==> src/rtl/inv_pkg.sv <==
// -----------------------------------------------------------------------------
// inv_pkg
// Shared definitions for the inventory state machine: the state encoding, the
// reply-type codes driven on tx_sel, and the bit positions of the one-hot
// command vector delivered by the packet parser.
// -----------------------------------------------------------------------------
package inv_pkg;

    typedef enum logic [2:0] {
        ST_READY     = 3'd0,
        ST_ARBITRATE = 3'd1,
        ST_REPLY     = 3'd2,
        ST_ACKED     = 3'd3
    } state_t;

    // Reply types selected for the transmitter
    localparam logic [2:0] TX_NONE   = 3'd0;
    localparam logic [2:0] TX_RN16   = 3'd1;
    localparam logic [2:0] TX_EPC    = 3'd2;
    localparam logic [2:0] TX_HANDLE = 3'd3;
    localparam logic [2:0] TX_DATA   = 3'd4;
    localparam logic [2:0] TX_SENSOR = 3'd5;

    // One-hot command vector bit positions
    localparam int CMD_W         = 13;
    localparam int CMD_QUERYREP  = 0;
    localparam int CMD_ACK       = 1;
    localparam int CMD_QUERY     = 2;
    localparam int CMD_QUERYADJ  = 3;
    localparam int CMD_SELECT    = 4;
    localparam int CMD_NACK      = 5;
    localparam int CMD_REQRN     = 6;
    localparam int CMD_READ      = 7;
    localparam int CMD_WRITE     = 8;
    localparam int CMD_SENSOR_LO = 9;
    localparam int CMD_SENSOR_HI = 12;

endpackage

==> src/rtl/slot_counter.sv <==
// -----------------------------------------------------------------------------
// slot_counter
// Holds the anti-collision slot count. A load takes the random number masked
// to its low q_in bits; a decrement saturates at zero; set_ones parks the
// counter at all-ones. Look-ahead flags tell the FSM whether the value being
// loaded, or the result of a decrement, is zero.
//
// Ports
//   clk, reset  : clock, synchronous active-high reset (slot -> 0)
//   load        : load rng[SLOT_W-1:0] & low-q_in-bit mask (highest priority)
//   set_ones    : set slot to all-ones
//   dec         : decrement, saturating at zero
//   rng, q_in   : load source and mask width
//   slot        : current count
//   load_zero   : the value a load would store is zero
//   dec_zero    : the result of a decrement would be zero
// -----------------------------------------------------------------------------
module slot_counter #(
    parameter int SLOT_W = 15,
    parameter int Q_W    = 4
) (
    input  logic              clk,
    input  logic              reset,
    input  logic              load,
    input  logic              set_ones,
    input  logic              dec,
    input  logic [15:0]       rng,
    input  logic [Q_W-1:0]    q_in,
    output logic [SLOT_W-1:0] slot,
    output logic              load_zero,
    output logic              dec_zero
);

    logic [SLOT_W-1:0] mask;
    logic [SLOT_W-1:0] load_val;
    logic [SLOT_W-1:0] dec_val;

    // Mask of q_in ones from the LSB; q_in >= SLOT_W keeps every bit.
    always_comb begin
        mask = '0;
        for (int i = 0; i < SLOT_W; i++) begin
            mask[i] = (i < int'(q_in));
        end
    end

    assign load_val  = rng[SLOT_W-1:0] & mask;
    assign load_zero = (load_val == '0);
    assign dec_val   = (slot == '0) ? '0 : slot - SLOT_W'(1);
    assign dec_zero  = (dec_val == '0);

    always_ff @(posedge clk) begin
        if (reset) begin
            slot <= '0;
        end else if (load) begin
            slot <= load_val;
        end else if (set_ones) begin
            slot <= '1;
        end else if (dec) begin
            slot <= dec_val;
        end
    end

endmodule

==> src/rtl/inventory_fsm.sv <==
// -----------------------------------------------------------------------------
// inventory_fsm
// Tag inventory state machine. Each rising edge of packet_complete is a packet
// event: the parser is always cleared, and if the CRCs are good and no reply
// is being transmitted, the decoded command moves the FSM and may start a
// reply (tx_start pulse with tx_sel).
//
// Ports
//   clk, reset       : clock, synchronous active-high reset
//   cmd_in[12:0]     : one-hot command from parser (bit map in inv_pkg)
//   packet_complete  : level, high once a full packet is received
//   crc5invalid,
//   crc16invalid     : sticky CRC failure flags
//   q_in             : Q value of Query/QueryAdj
//   rng[15:0]        : free-running random number
//   tx_done          : one-cycle end-of-transmit pulse
//   state_out[2:0]   : current state
//   slot_out         : slot count
//   tx_start         : one-cycle transmit start pulse
//   tx_sel[2:0]      : reply type, held until the next transmit
//   tx_busy          : transmit in progress
//   parser_reset     : one-cycle parser clear request
//
// Build option
//   INV_SENSOR_CMDS_EN : when defined, sensor commands (cmd_in[12:9]) in
//                        ACKED reply with tx_sel = TX_SENSOR; otherwise they
//                        are treated as unknown commands.
// -----------------------------------------------------------------------------
module inventory_fsm
    import inv_pkg::*;
#(
    parameter int SLOT_W = 15,
    parameter int Q_W    = 4
) (
    input  logic              clk,
    input  logic              reset,
    input  logic [12:0]       cmd_in,
    input  logic              packet_complete,
    input  logic              crc5invalid,
    input  logic              crc16invalid,
    input  logic [Q_W-1:0]    q_in,
    input  logic [15:0]       rng,
    input  logic              tx_done,
    output logic [2:0]        state_out,
    output logic [SLOT_W-1:0] slot_out,
    output logic              tx_start,
    output logic [2:0]        tx_sel,
    output logic              tx_busy,
    output logic              parser_reset
);

    state_t     state, state_nxt;
    logic       pc_q;
    logic       pkt_evt;
    logic       accept;
    logic       tx_go;
    logic [2:0] sel_nxt;
    logic       slot_load, slot_ones, slot_dec;
    logic       load_zero, dec_zero;

    assign pkt_evt = packet_complete & ~pc_q;

    // A tx_done in the same cycle as the event frees the transmitter first.
    // The tx_start cycle counts as busy, since tx_busy only rises after it.
    assign accept = pkt_evt & ~crc5invalid & ~crc16invalid
                  & ~tx_start & ~(tx_busy & ~tx_done);

    slot_counter #(
        .SLOT_W (SLOT_W),
        .Q_W    (Q_W)
    ) u_slot_counter (
        .clk       (clk),
        .reset     (reset),
        .load      (slot_load),
        .set_ones  (slot_ones),
        .dec       (slot_dec),
        .rng       (rng),
        .q_in      (q_in),
        .slot      (slot_out),
        .load_zero (load_zero),
        .dec_zero  (dec_zero)
    );

    // NOTE: non-blocking assignments here so every register samples the
    // pre-edge values, independent of statement order.
    always_ff @(posedge clk) begin
        if (reset) begin
            state        <= ST_READY;
            pc_q         <= 1'b0;
            tx_start     <= 1'b0;
            tx_sel       <= TX_NONE;
            tx_busy      <= 1'b0;
            parser_reset <= 1'b1;
        end else begin
            state        <= state_nxt;
            pc_q         <= packet_complete;
            tx_start     <= tx_go;
            parser_reset <= pkt_evt;
            if (tx_go) begin
                tx_sel <= sel_nxt;
            end
            if (tx_start) begin
                tx_busy <= 1'b1;
            end else if (tx_busy && tx_done) begin
                tx_busy <= 1'b0;
            end
        end
    end

    // NOTE: every output of this block gets a default first, so no path can
    // leave one unassigned and infer a latch.
    always_comb begin
        state_nxt = state;
        tx_go     = 1'b0;
        sel_nxt   = TX_NONE;
        slot_load = 1'b0;
        slot_ones = 1'b0;
        slot_dec  = 1'b0;

        if (accept) begin
            if (cmd_in[CMD_NACK] || cmd_in[CMD_SELECT]) begin
                state_nxt = ST_READY;
            end else if (cmd_in[CMD_QUERY] || cmd_in[CMD_QUERYADJ]) begin
                slot_load = 1'b1;
                if (load_zero) begin
                    state_nxt = ST_REPLY;
                    tx_go     = 1'b1;
                    sel_nxt   = TX_RN16;
                end else begin
                    state_nxt = ST_ARBITRATE;
                end
            end else if (cmd_in[CMD_QUERYREP]) begin
                case (state)
                    ST_ARBITRATE: begin
                        slot_dec = 1'b1;
                        if (dec_zero) begin
                            state_nxt = ST_REPLY;
                            tx_go     = 1'b1;
                            sel_nxt   = TX_RN16;
                        end
                    end
                    ST_REPLY: begin
                        slot_ones = 1'b1;
                        state_nxt = ST_ARBITRATE;
                    end
                    ST_ACKED: state_nxt = ST_READY;
                    default:  ;
                endcase
            end else if (cmd_in[CMD_ACK]) begin
                if (state == ST_REPLY || state == ST_ACKED) begin
                    state_nxt = ST_ACKED;
                    tx_go     = 1'b1;
                    sel_nxt   = TX_EPC;
                end
            end else if (state == ST_ACKED) begin
                if (cmd_in[CMD_REQRN]) begin
                    tx_go   = 1'b1;
                    sel_nxt = TX_HANDLE;
                end else if (cmd_in[CMD_READ] || cmd_in[CMD_WRITE]) begin
                    tx_go   = 1'b1;
                    sel_nxt = TX_DATA;
                end
`ifdef INV_SENSOR_CMDS_EN
                else if (|cmd_in[CMD_SENSOR_HI:CMD_SENSOR_LO]) begin
                    tx_go   = 1'b1;
                    sel_nxt = TX_SENSOR;
                end
`endif
            end
        end
    end

    assign state_out = state;

endmodule

==> config.mk <==
export PLATFORM = sky130hd
export DESIGN_NAME = inventory_fsm
export DESIGN_NICKNAME = d
export VERILOG_FILES = /design/src/rtl/inv_pkg.sv /design/src/rtl/slot_counter.sv /design/src/rtl/inventory_fsm.sv
export SDC_FILE = /design/constraint.sdc
export NUM_CORES = 1
export LEC_CHECK = 0
export CAP_MARGIN = 25
export CORE_MARGIN = 2
export CORE_UTILIZATION = 47
export CTS_CLUSTER_SIZE = 40
export DETAILED_ROUTE_END_ITERATION = 6
export PLACE_DENSITY = 0.81
export SYNTH_ARGS = -nofsm -noshare
export SYNTH_HDL_FRONTEND = slang
export SYNTH_SLANG_ARGS = --single-unit
==> constraint.sdc <==
create_clock -name clk -period 3 [get_ports clk]
set_input_delay 0.45 -clock clk [delete_from_list [all_inputs] [get_ports clk]]
set_output_delay 0.45 -clock clk [all_outputs]
set_load 0.02 [all_outputs]
Yosys cells after proc, flatten, opt, wreduce, memory -nomap -nowiden
Cells that the tools add are included.

Register bits: 25. Word-level logic and storage cells: 105. Output and inout port bits: 24.

Reductions and logical operators: 13. Bitwise operators: 13. Mux-type cells: 51. Add/subtract/negate cells: 1. Equality and inequality tests: 5. Magnitude comparators: 15.

Operator list (number): $mux 15 (4); $logic_not 15->1 (3); $mux 3 (14); $mux 1 (30); $lt 4x4->1 const A (7); $lt 3x4->1 const A (4); $and 15x15->15 (1); $sub 15x1->15 const B (1); $pmux 3 s3 (1); $lt 1x4->1 const A (2); $lt 2x4->1 const A (2); $reduce_bool 4->1 (2); $and 1x1->1 (6); $eq 3x2->1 const B (2); $ne 6x1->1 const B (1); $not 1->1 (6); $ne 5x5->1 const B (1); $reduce_and 5->1 (1); $logic_or 1x1->1 (4); $mux 2 (2); $eq 3x1->1 const B (1); $reduce_bool 3->1 (1); $reduce_bool 2->1 (1); $logic_and 1x1->1 (1).

Longest topological paths before layout
Gate-level depths: netlist of run 1.

Word-level depth: 10. Mapped depth: 10. Depth with buffers taken out: 9.

Cells and area by module
Synthesis of run 1 repeated with hierarchy kept, for this count alone.

Cells, all modules: 272. Area, all modules: 2008.2 sq um.

Modules (own cells, without submodules): slot_counter (instances 1, seq. area each 300.3 sq um, area an instance 1390.1 sq um, cells each 200); inventory_fsm (instances 1, seq. area each 180.2 sq um, area an instance 618.1 sq um, cells each 72).

Worst setup path after synthesis of run 1
No wires, ideal clock.

Kind: register -> register. Start: register u_slot_counter.slot[0]. End: register tx_sel[2]. Setup time: 0.072 ns. Arrival: 2.317 ns. Stages on the path, launching flop included: 10. Buffers on the path: 0. Path slack: 0.612 ns. Required time: 2.928 ns. Path through: dfxtp_1 -> inv_1 -> ha_1 -> nor3b_1 -> and4b_1 -> nand2b_1 -> nand3_1 -> o31a_1 -> nor4_4 -> mux2i_1.

Cells in the longest elaborated chain, start to end: 9. Elaborated cells on any way between the ends: 10. Those cells by class: 1 x add/sub; 7 x mux; 2 x reduce/logical.

RTL lines: start: declaration (line slot_counter.sv:29) `output logic [SLOT_W-1:0] slot,`; start signal: assignment (line slot_counter.sv:55) `slot <= load_val;`; start signal: assignment (line slot_counter.sv:59) `slot <= dec_val;`; $sub 15x1->15 / $logic_not 15->1 (equally long branches) (line slot_counter.sv:48) `assign dec_val = (slot == '0) ? '0 : slot - SLOT_W'(1);`; $mux 15 (*) (line slot_counter.sv:48); $logic_not 15->1 (*) (line slot_counter.sv:49) `assign dec_zero = (dec_val == '0);`; $mux 1 (*) (line inventory_fsm.sv:136) `if (dec_zero) begin`; $mux 1 (*) (line inventory_fsm.sv:133) `case (state)`; $mux 1 (*) (line inventory_fsm.sv:132) `end else if (cmd_in[CMD_QUERYREP]) begin`; $mux 1 (*) (line inventory_fsm.sv:123) `end else if (cmd_in[CMD_QUERY] || cmd_in[CMD_QUERYADJ]) begin`; $mux 1 (*) (line inventory_fsm.sv:121) `if (cmd_in[CMD_NACK] || cmd_in[CMD_SELECT]) begin`; $mux 1 (*) (line inventory_fsm.sv:120) `if (accept) begin`; end signal: assignment (line inventory_fsm.sv:100) `tx_sel <= sel_nxt;`; end: declaration (line inventory_fsm.sv:47) `output logic [2:0] tx_sel,`.

Every way passes the cells marked *; elsewhere a longest branch is shown, timed or not. A chain may end at the register's enable or synchronous reset.

Worst setup path after layout of run 1
Start: input port packet_complete. End: register u_slot_counter.slot[5].

Cells in the longest elaborated chain, start to end: 8. Elaborated cells on any way between the ends: 11. Those cells by class: 5 x mux; 5 x bitwise; 1 x reduce/logical.

RTL lines: start: declaration (line inventory_fsm.sv:38) `input logic packet_complete,`; $and 1x1->1 (*) (line inventory_fsm.sv:61) `assign pkt_evt = packet_complete & ~pc_q;`; $and 1x1->1 (*) (2 in a row) (line inventory_fsm.sv:65) `assign accept = pkt_evt & ~crc5invalid & ~crc16invalid`; $and 1x1->1 (*) (2 in a row) (line inventory_fsm.sv:66) `& ~tx_start & ~(tx_busy & ~tx_done);`; $mux 1 (line inventory_fsm.sv:120); $mux 15 (line slot_counter.sv:56) `end else if (set_ones) begin`; $mux 15 (line slot_counter.sv:54) `end else if (load) begin`.

Marked as above.

==> flow_summary.json, run 1 <==
{
  "cp_slowest_cell": "clkdlybuf4s50_1",
  "crit_type": "input pin to flop",
  "sw_frac_of_total_pct": 27.06,
  "worstMarginPinSlew_ns": 0.7173,
  "fin_crit_sh_pct": 91.79,
  "ir_worst_vdd_mv": 0.2652,
  "synth_cell_types": 63,
  "synth_top_family_by_area": "simple AND/OR/NAND/NOR gates",
  "ys_warn_count": 0,
  "critPathLaunch": "packet_complete",
  "grt_usage_pct": 25.16,
  "cp-start-kind": "input pin",
  "core_um2": 4029,
  "io_buffers": 56,
  "drive_above_1_share_pct": 7.831,
  "cap_violations": 0,
  "post_cts_buffers": 0,
  "syn_nets": 316,
  "dr.pass1.iters": 5,
  "hold_violations": 0,
  "synth_adder_area_share_pct": 1.262,
  "hold_path.class": "flop to flop",
  "grt_antenna_before_repair": 0,
  "synth_compound_area_share_pct": 31.67,
  "dp.final_hpwl_um": 4463,
  "max_slew_margin_pct": 51.81,
  "cts_max_level": 1,
  "cts_num_sinks": 24,
  "synth_xor_area_share_pct": 1.767,
  "r2r_start": "u_slot_counter.slot[1]$_SDFFE_PP0P_",
  "path_cells": "clkdlybuf4s50_1 -> or4b_1 -> or4_4 -> nor3_4 -> a21oi_1 -> buf_4 -> nor3_1 -> a21oi_1 -> nor2_1",
  "start_util_pct": 49.22,
  "r2r_slack_ns": 0.42,
  "nets": 374,
  "drt-initial-drc-count": 203,
  "wl_per_cell_um": 15.27,
  "cp_num_buf_inv": 2,
  "final_cell_mix": "56 x clkdlybuf4s50_1, 35 x o21ai_0, 25 x nand2_1, 25 x a21oi_1",
  "clk_latency_ns": 0.28,
  "grt_setup_unrepaired": "no",
  "synth_top_flop_cell": "dfxtp_1",
  "die_x_um": 68.96,
  "dp_cells": 378,
  "ys_seq_area_share_pct": 24.23,
  "drc": 0,
  "crit_cells": 9,
  "power_leakage_nw": 0.9358,
  "endpoint_kind": "flop",
  "async_reset_ff_share_pct": 0,
  "grt_start_max_net_pins": 25,
  "p_comb_share_pct": 24.0,
  "rows": 23,
  "synth_area_um2": 1983,
  "status": "finished, final reports clean",
  "grt_pass1_wl_um": 9142,
  "synth_seq_cells": 24,
  "die_area_um2": 4755,
  "p_int_mw": 0.6005,
  "synth-simple-area-share_pct": 33.63,
  "pwr_density_cell_nw_per_um2": 308.0,
  "vias_per_cell": 6.021,
  "fin_crit_ns": 2.754,
  "crit_family": "simple AND/OR/NAND/NOR gates",
  "ctsResizeCount": 0,
  "antenna_left": 0,
  "cts_root_buf": "clkbuf_8",
  "clkPwrFrac_pct": 35.9,
  "seq_power_share_pct": 40.0,
  "io_pins": 63,
  "routed_wl_um": 5835,
  "final_common_cell": "clkdlybuf4s50_1",
  "syn_inst": 275,
  "muxShareOfSynthArea_pct": 1.514,
  "fin_cells": 382,
  "grt-ovfl-total": 0,
  "critical_path.max_fanout": 9,
  "critical_path.most_common_cell": "a21oi_1",
  "drv_slew": 0,
  "avgSynthCellArea_um2": 7.211,
  "setup_viol": 0,
  "r2r_cells": 10,
  "fin_tns_setup_ns": 0,
  "finClkSkew_ns": 0.007959,
  "cts_buffers": 3,
  "gp_congestion": 0.9401,
  "fp.dieH_um": 68.96,
  "critPathArrivalTime_ns": 2.97,
  "max-clock-path-buffers": 2,
  "final_util_pct": 66.34,
  "synthToLayoutAreaGrowth_pct": 34.76,
  "cts-hold-fix-buffers": 0,
  "vias": 2300,
  "endpoint": "u_slot_counter.slot[5]$_SDFFE_PP0P_",
  "cp.required_ns": 3.22,
  "synth_edf_count": 0,
  "tritoncts": "done",
  "clkSlewWorstSetupHoldPaths_ns": 0.10,
  "max_stage_delay_ns": 0.52,
  "fmax_ghz": 0.3631,
  "worstReg2RegEnd": "tx_sel[2]$_SDFFE_PP0P_",
  "insertedDiodeCount": 0,
  "grt_pass1_vias": 1996,
  "switching_power_mw": 0.2228
}
==> cells by family after synthesis <==
kind of cell	after synthesis
AO/OA/AOI/OAI	101
AND/OR/NAND/NOR	119
XOR/XNOR	4
flip-flops	24
other	1
buffers and inverters	21
adder cells (fa/ha/maj)	2
multiplexers	3
==> worst min path at each step <==
| stage | from | end | slack, ns | depth (start not counted) |
|---|---|---|---|---|
| after floorplan | pc_q$_SDFF_PP0_ | parser_reset$_SDFF_PP1_ | 0.46 | 2 |
| after global placement | tx_sel[0]$_SDFFE_PP0P_ | tx_sel[0]$_SDFFE_PP0P_ | 0.46 | 1 |
| after detailed placement | tx_sel[0]$_SDFFE_PP0P_ | tx_sel[0]$_SDFFE_PP0P_ | 0.46 | 1 |
| after CTS | tx_sel[2]$_SDFFE_PP0P_ | tx_sel[2]$_SDFFE_PP0P_ | 0.48 | 2 |
| after global routing | tx_sel[2]$_SDFFE_PP0P_ | tx_sel[2]$_SDFFE_PP0P_ | 0.49 | 2 |
| final | tx_sel[2]$_SDFFE_PP0P_ | tx_sel[2]$_SDFFE_PP0P_ | 0.48 | 2 |
==> Yosys cell counts (2+ instances only) <==
| master | n | area (um^2) |
|---|---|---|
| o21ai_0 | 35 | 175.2 |
| a21oi_1 | 25 | 125.1 |
| nand2_1 | 25 | 93.84 |
| dfxtp_1 | 24 | 480.5 |
| nor2_1 | 24 | 90.09 |
| nor3_1 | 12 | 60.06 |
| nand2b_1 | 11 | 68.82 |
| clkbuf_1 | 7 | 26.28 |
| inv_1 | 7 | 26.28 |
| nand4_1 | 6 | 37.54 |
| a22oi_1 | 5 | 37.54 |
| a31oi_1 | 5 | 31.28 |
| nand3_1 | 5 | 25.02 |
| nor4_1 | 5 | 31.28 |
| a21o_1 | 4 | 30.03 |
| nor2b_1 | 4 | 25.02 |
| o211ai_1 | 4 | 30.03 |
| or3_1 | 4 | 25.02 |
| a211oi_1 | 3 | 22.52 |
| a21boi_0 | 3 | 22.52 |
| mux2i_1 | 3 | 30.03 |
| or2_2 | 3 | 18.77 |
| xnor2_1 | 3 | 26.28 |
| buf_4 | 2 | 15.01 |
| buf_6 | 2 | 22.52 |
| ha_1 | 2 | 25.02 |
| nand3b_1 | 2 | 15.01 |
| nor4b_1 | 2 | 17.52 |
| o21a_1 | 2 | 15.01 |
| o31ai_1 | 2 | 15.01 |
| or4_1 | 2 | 15.01 |
==> state kept, by name (all words and copies together) (netlist names) <==
signal / flops
u_slot_counter.slot: 15
tx_sel: 3
state_out: 2
parser_reset: 1
pc_q: 1
tx_busy: 1
tx_start: 1
==> per-layer routing <==
metal | wire length, um | global-route usage, % | up-vias
met2 | 2693 | 41.35 | 92
met1 | 2639 | 34.81 | 1055
met4 | 87 | 8.088 | 0
met3 | 415 | 1.948 | 10
met5 | 0 | 0 | -
li1 | - | - | 1143
==> layout make-up <==
class                      instances  area (um^2)
timing repair buffer              67        643.1
clock buffer                       3        41.29
clock inverter                     1        30.03
tap                               50        62.56
multi-input combinational        230         1389
sequential                        24        480.5
fill                             362         1356
inverter                           7        26.28
==> power groups by stage <==
stage	logic, mW	clock network, mW	registers [mW]
6_report	0.198	0.296	0.329
5_1_grt	0.215	0.310	0.330
4_1_cts	0.195	0.293	0.329
3_5_place_dp	0.194	0	0.337
3_3_place_gp	0.190	0	0.337
2_1_floorplan	0.103	0	0.340
==> worst min-delay path, delay by kind of cell (launching register included) <==
family | cells | cell delay [ns]
and+or+nand+nor | 1 | 0.06
DFF | 1 | 0.32
muxes | 1 | 0.06
==> metrics by stage <==
stage | power, mW | setup slack, ns | area, um^2 | hold WS (ns)
floorplan | 0.4428 | 0.6115 | 1983 | 0.4567
global placement | 0.5271 | 0.09011 | 2594 | 0.4632
detailed placement | 0.5303 | 0.01014 | 2601 | 0.4609
CTS | 0.8179 | 0.2553 | 2673 | 0.4829
global route | 0.8556 | 0.1471 | 2673 | 0.4932
finish | 0.8233 | 0.2462 | 2673 | 0.4775
Power figures use the tool's default switching activity.
==> run 2, diff against run 1 <==
--- a/config.mk
+++ b/config.mk
@@ -11,6 +11,7 @@
 export CTS_CLUSTER_SIZE = 40
 export DETAILED_ROUTE_END_ITERATION = 6
 export PLACE_DENSITY = 0.81
+export SETUP_SLACK_MARGIN = 0.15
 export SYNTH_ARGS = -nofsm -noshare
 export SYNTH_HDL_FRONTEND = slang
 export SYNTH_SLANG_ARGS = --single-unit
==> flow_summary.json, run 2 (synthesis results as in run 1) <==
{
  "status": "finished, final reports clean",
  "drt-initial-drc-count": 206,
  "r2r_start": "u_slot_counter.slot[1]$_SDFFE_PP0P_",
  "clk_latency_ns": 0.27,
  "insertedDiodeCount": 0,
  "worstMarginPinSlew_ns": 0.7235,
  "cp-start-kind": "input pin",
  "die_area_um2": 4755,
  "power_leakage_nw": 0.9368,
  "drive_above_1_share_pct": 8.133,
  "grt_antenna_before_repair": 0,
  "grt_pass1_vias": 1996,
  "cap_violations": 0,
  "vias": 2318,
  "rows": 23,
  "pwr_density_cell_nw_per_um2": 307.2,
  "path_cells": "clkdlybuf4s50_1 -> or4b_1 -> or4_4 -> nor3_4 -> nand2_2 -> o31ai_4 -> nand2_1 -> a21oi_1",
  "hold_path.class": "flop to flop",
  "hold_depth": 2,
  "regMostFlops": "u_slot_counter.slot",
  "grt_pass1_wl_um": 9142,
  "hold_violations": 0,
  "core_um2": 4029,
  "grt_setup_unrepaired": "no",
  "setup_ws_ns": 0.2882,
  "cts_root_buf": "clkbuf_8",
  "final_cell_mix": "56 x clkdlybuf4s50_1, 35 x o21ai_0, 25 x nand2_1",
  "cts-hold-fix-buffers": 0,
  "fin_crit_ns": 2.712,
  "r2r_cells": 10,
  "routed_wl_um": 5879,
  "fp.dieH_um": 68.96,
  "start_util_pct": 49.22,
  "largest_register_ffs": 15,
  "final_common_cell": "clkdlybuf4s50_1",
  "max_slew_margin_pct": 51.39,
  "dp.final_hpwl_um": 4463,
  "worstReg2RegEnd": "tx_sel[2]$_SDFFE_PP0P_",
  "wl_per_cell_um": 15.39,
  "cts_buffers": 3,
  "cp_slowest_cell": "or4_4",
  "finClkSkew_ns": 0.009069,
  "setup_viol": 0,
  "io_buffers": 56,
  "drc": 0,
  "p_comb_share_pct": 24.1,
  "switching_power_mw": 0.2216,
  "fin_crit_sh_pct": 90.39,
  "post-place-ws_ns": 0.01014,
  "fmax_ghz": 0.3688,
  "grt_start_max_net_pins": 25,
  "max-clock-path-buffers": 2,
  "fin_tns_setup_ns": 0,
  "p_int_mw": 0.6005,
  "grt_usage_pct": 25.16,
  "clkPwrFrac_pct": 35.8,
  "endpoint_kind": "flop",
  "antenna_left": 0,
  "min_from": "tx_sel[2]$_SDFFE_PP0P_",
  "cp.required_ns": 3.20,
  "min_to": "tx_sel[2]$_SDFFE_PP0P_",
  "vias_per_cell": 6.068,
  "seq_power_share_pct": 40.1,
  "die_x_um": 68.96,
  "sw_frac_of_total_pct": 26.95,
  "r2r_slack_ns": 0.41,
  "dr.pass1.iters": 5,
  "max_stage_delay_ns": 0.53,
  "crit_type": "input pin to flop",
  "cts_num_sinks": 24,
  "tritoncts": "done",
  "ir_worst_vdd_mv": 0.2647,
  "nets": 374,
  "grt-ovfl-total": 0,
  "drv_slew": 0,
  "cts_max_level": 1,
  "io_pins": 63,
  "gp_congestion": 0.9401,
  "clkSlewWorstSetupHoldPaths_ns": 0.10,
  "critical_path.max_fanout": 13,
  "critPathArrivalTime_ns": 2.92,
  "synthToLayoutAreaGrowth_pct": 34.95
}
==> run 2: worst max-delay path by stage <==
stage                     slack [ns]                           startpoint                                  end  cells past startpoint
after floorplan                 0.61  u_slot_counter.slot[0]$_SDFFE_PP0P_               tx_sel[2]$_SDFFE_PP0P_                      9
after global placement          0.09                      packet_complete  u_slot_counter.slot[5]$_SDFFE_PP0P_                      8
after detailed placement        0.01                      packet_complete  u_slot_counter.slot[5]$_SDFFE_PP0P_                      9
after CTS                       0.26                      packet_complete  u_slot_counter.slot[5]$_SDFFE_PP0P_                      9
after global routing            0.16                      packet_complete  u_slot_counter.slot[8]$_SDFFE_PP0P_                      8
final                           0.29                      packet_complete  u_slot_counter.slot[4]$_SDFFE_PP0P_                      8
==> run 2: stage by stage <==
step | utilization (%) | power [mW] | hold slack [ns] | area [um^2] | cells
after floorplan | - | 0.4428 | 0.4567 | 1983 | 275
after global placement | 64.38 | 0.5271 | 0.4632 | 2594 | 377
after detailed placement | 64.57 | 0.5303 | 0.4609 | 2601 | 378
after CTS | 66.34 | 0.8179 | 0.4829 | 2673 | 382
after global routing | 66.43 | 0.8562 | 0.4932 | 2676 | 382
final | 66.43 | 0.8221 | 0.4776 | 2676 | 382
==> run 2: cell type report <==
type,count,area [um^2]
Inverter,7,26.28
Clock buffer,3,41.29
Tap cell,50,62.56
Timing Repair Buffer,67,643.1
Fill cell,362,1353
Multi-Input combinational cell,230,1393
Clock inverter,1,30.03
Sequential cell,24,480.5
==> run 2: worst max-delay path, delay by kind of cell <==
kind	cells	cell delay, ns
AO/OA/AOI/OAI	2	0.38
AND/OR/NAND/NOR	5	1.56
buffers and inverters	1	0.52
==> run 2: layer usage <==
| layer | GRT usage, % | part of all wire (%) | vias to the layer above |
|---|---|---|---|
| li1 | - | - | 1140 |
| met1 | 34.81 | 46 | 1074 |
| met2 | 41.35 | 46 | 92 |
| met3 | 1.948 | 5.5 | 12 |
| met4 | 8.088 | 1.7 | 0 |
| met5 | 0 | 0 | - |
==> run 2: repair_timing <==
action,4_1_cts,5_1_grt
gates resized for setup,0,1
endpoints found under the setup margin,0,1
buffers inserted,0,0
==> run 2: power by group through the flow <==
stage	clock network, mW	registers [mW]	logic, mW
after CTS	0.293	0.329	0.195
after floorplan	0	0.340	0.103
after global placement	0	0.337	0.190
after global routing	0.310	0.330	0.216
final	0.294	0.330	0.198
after detailed placement	0	0.337	0.194
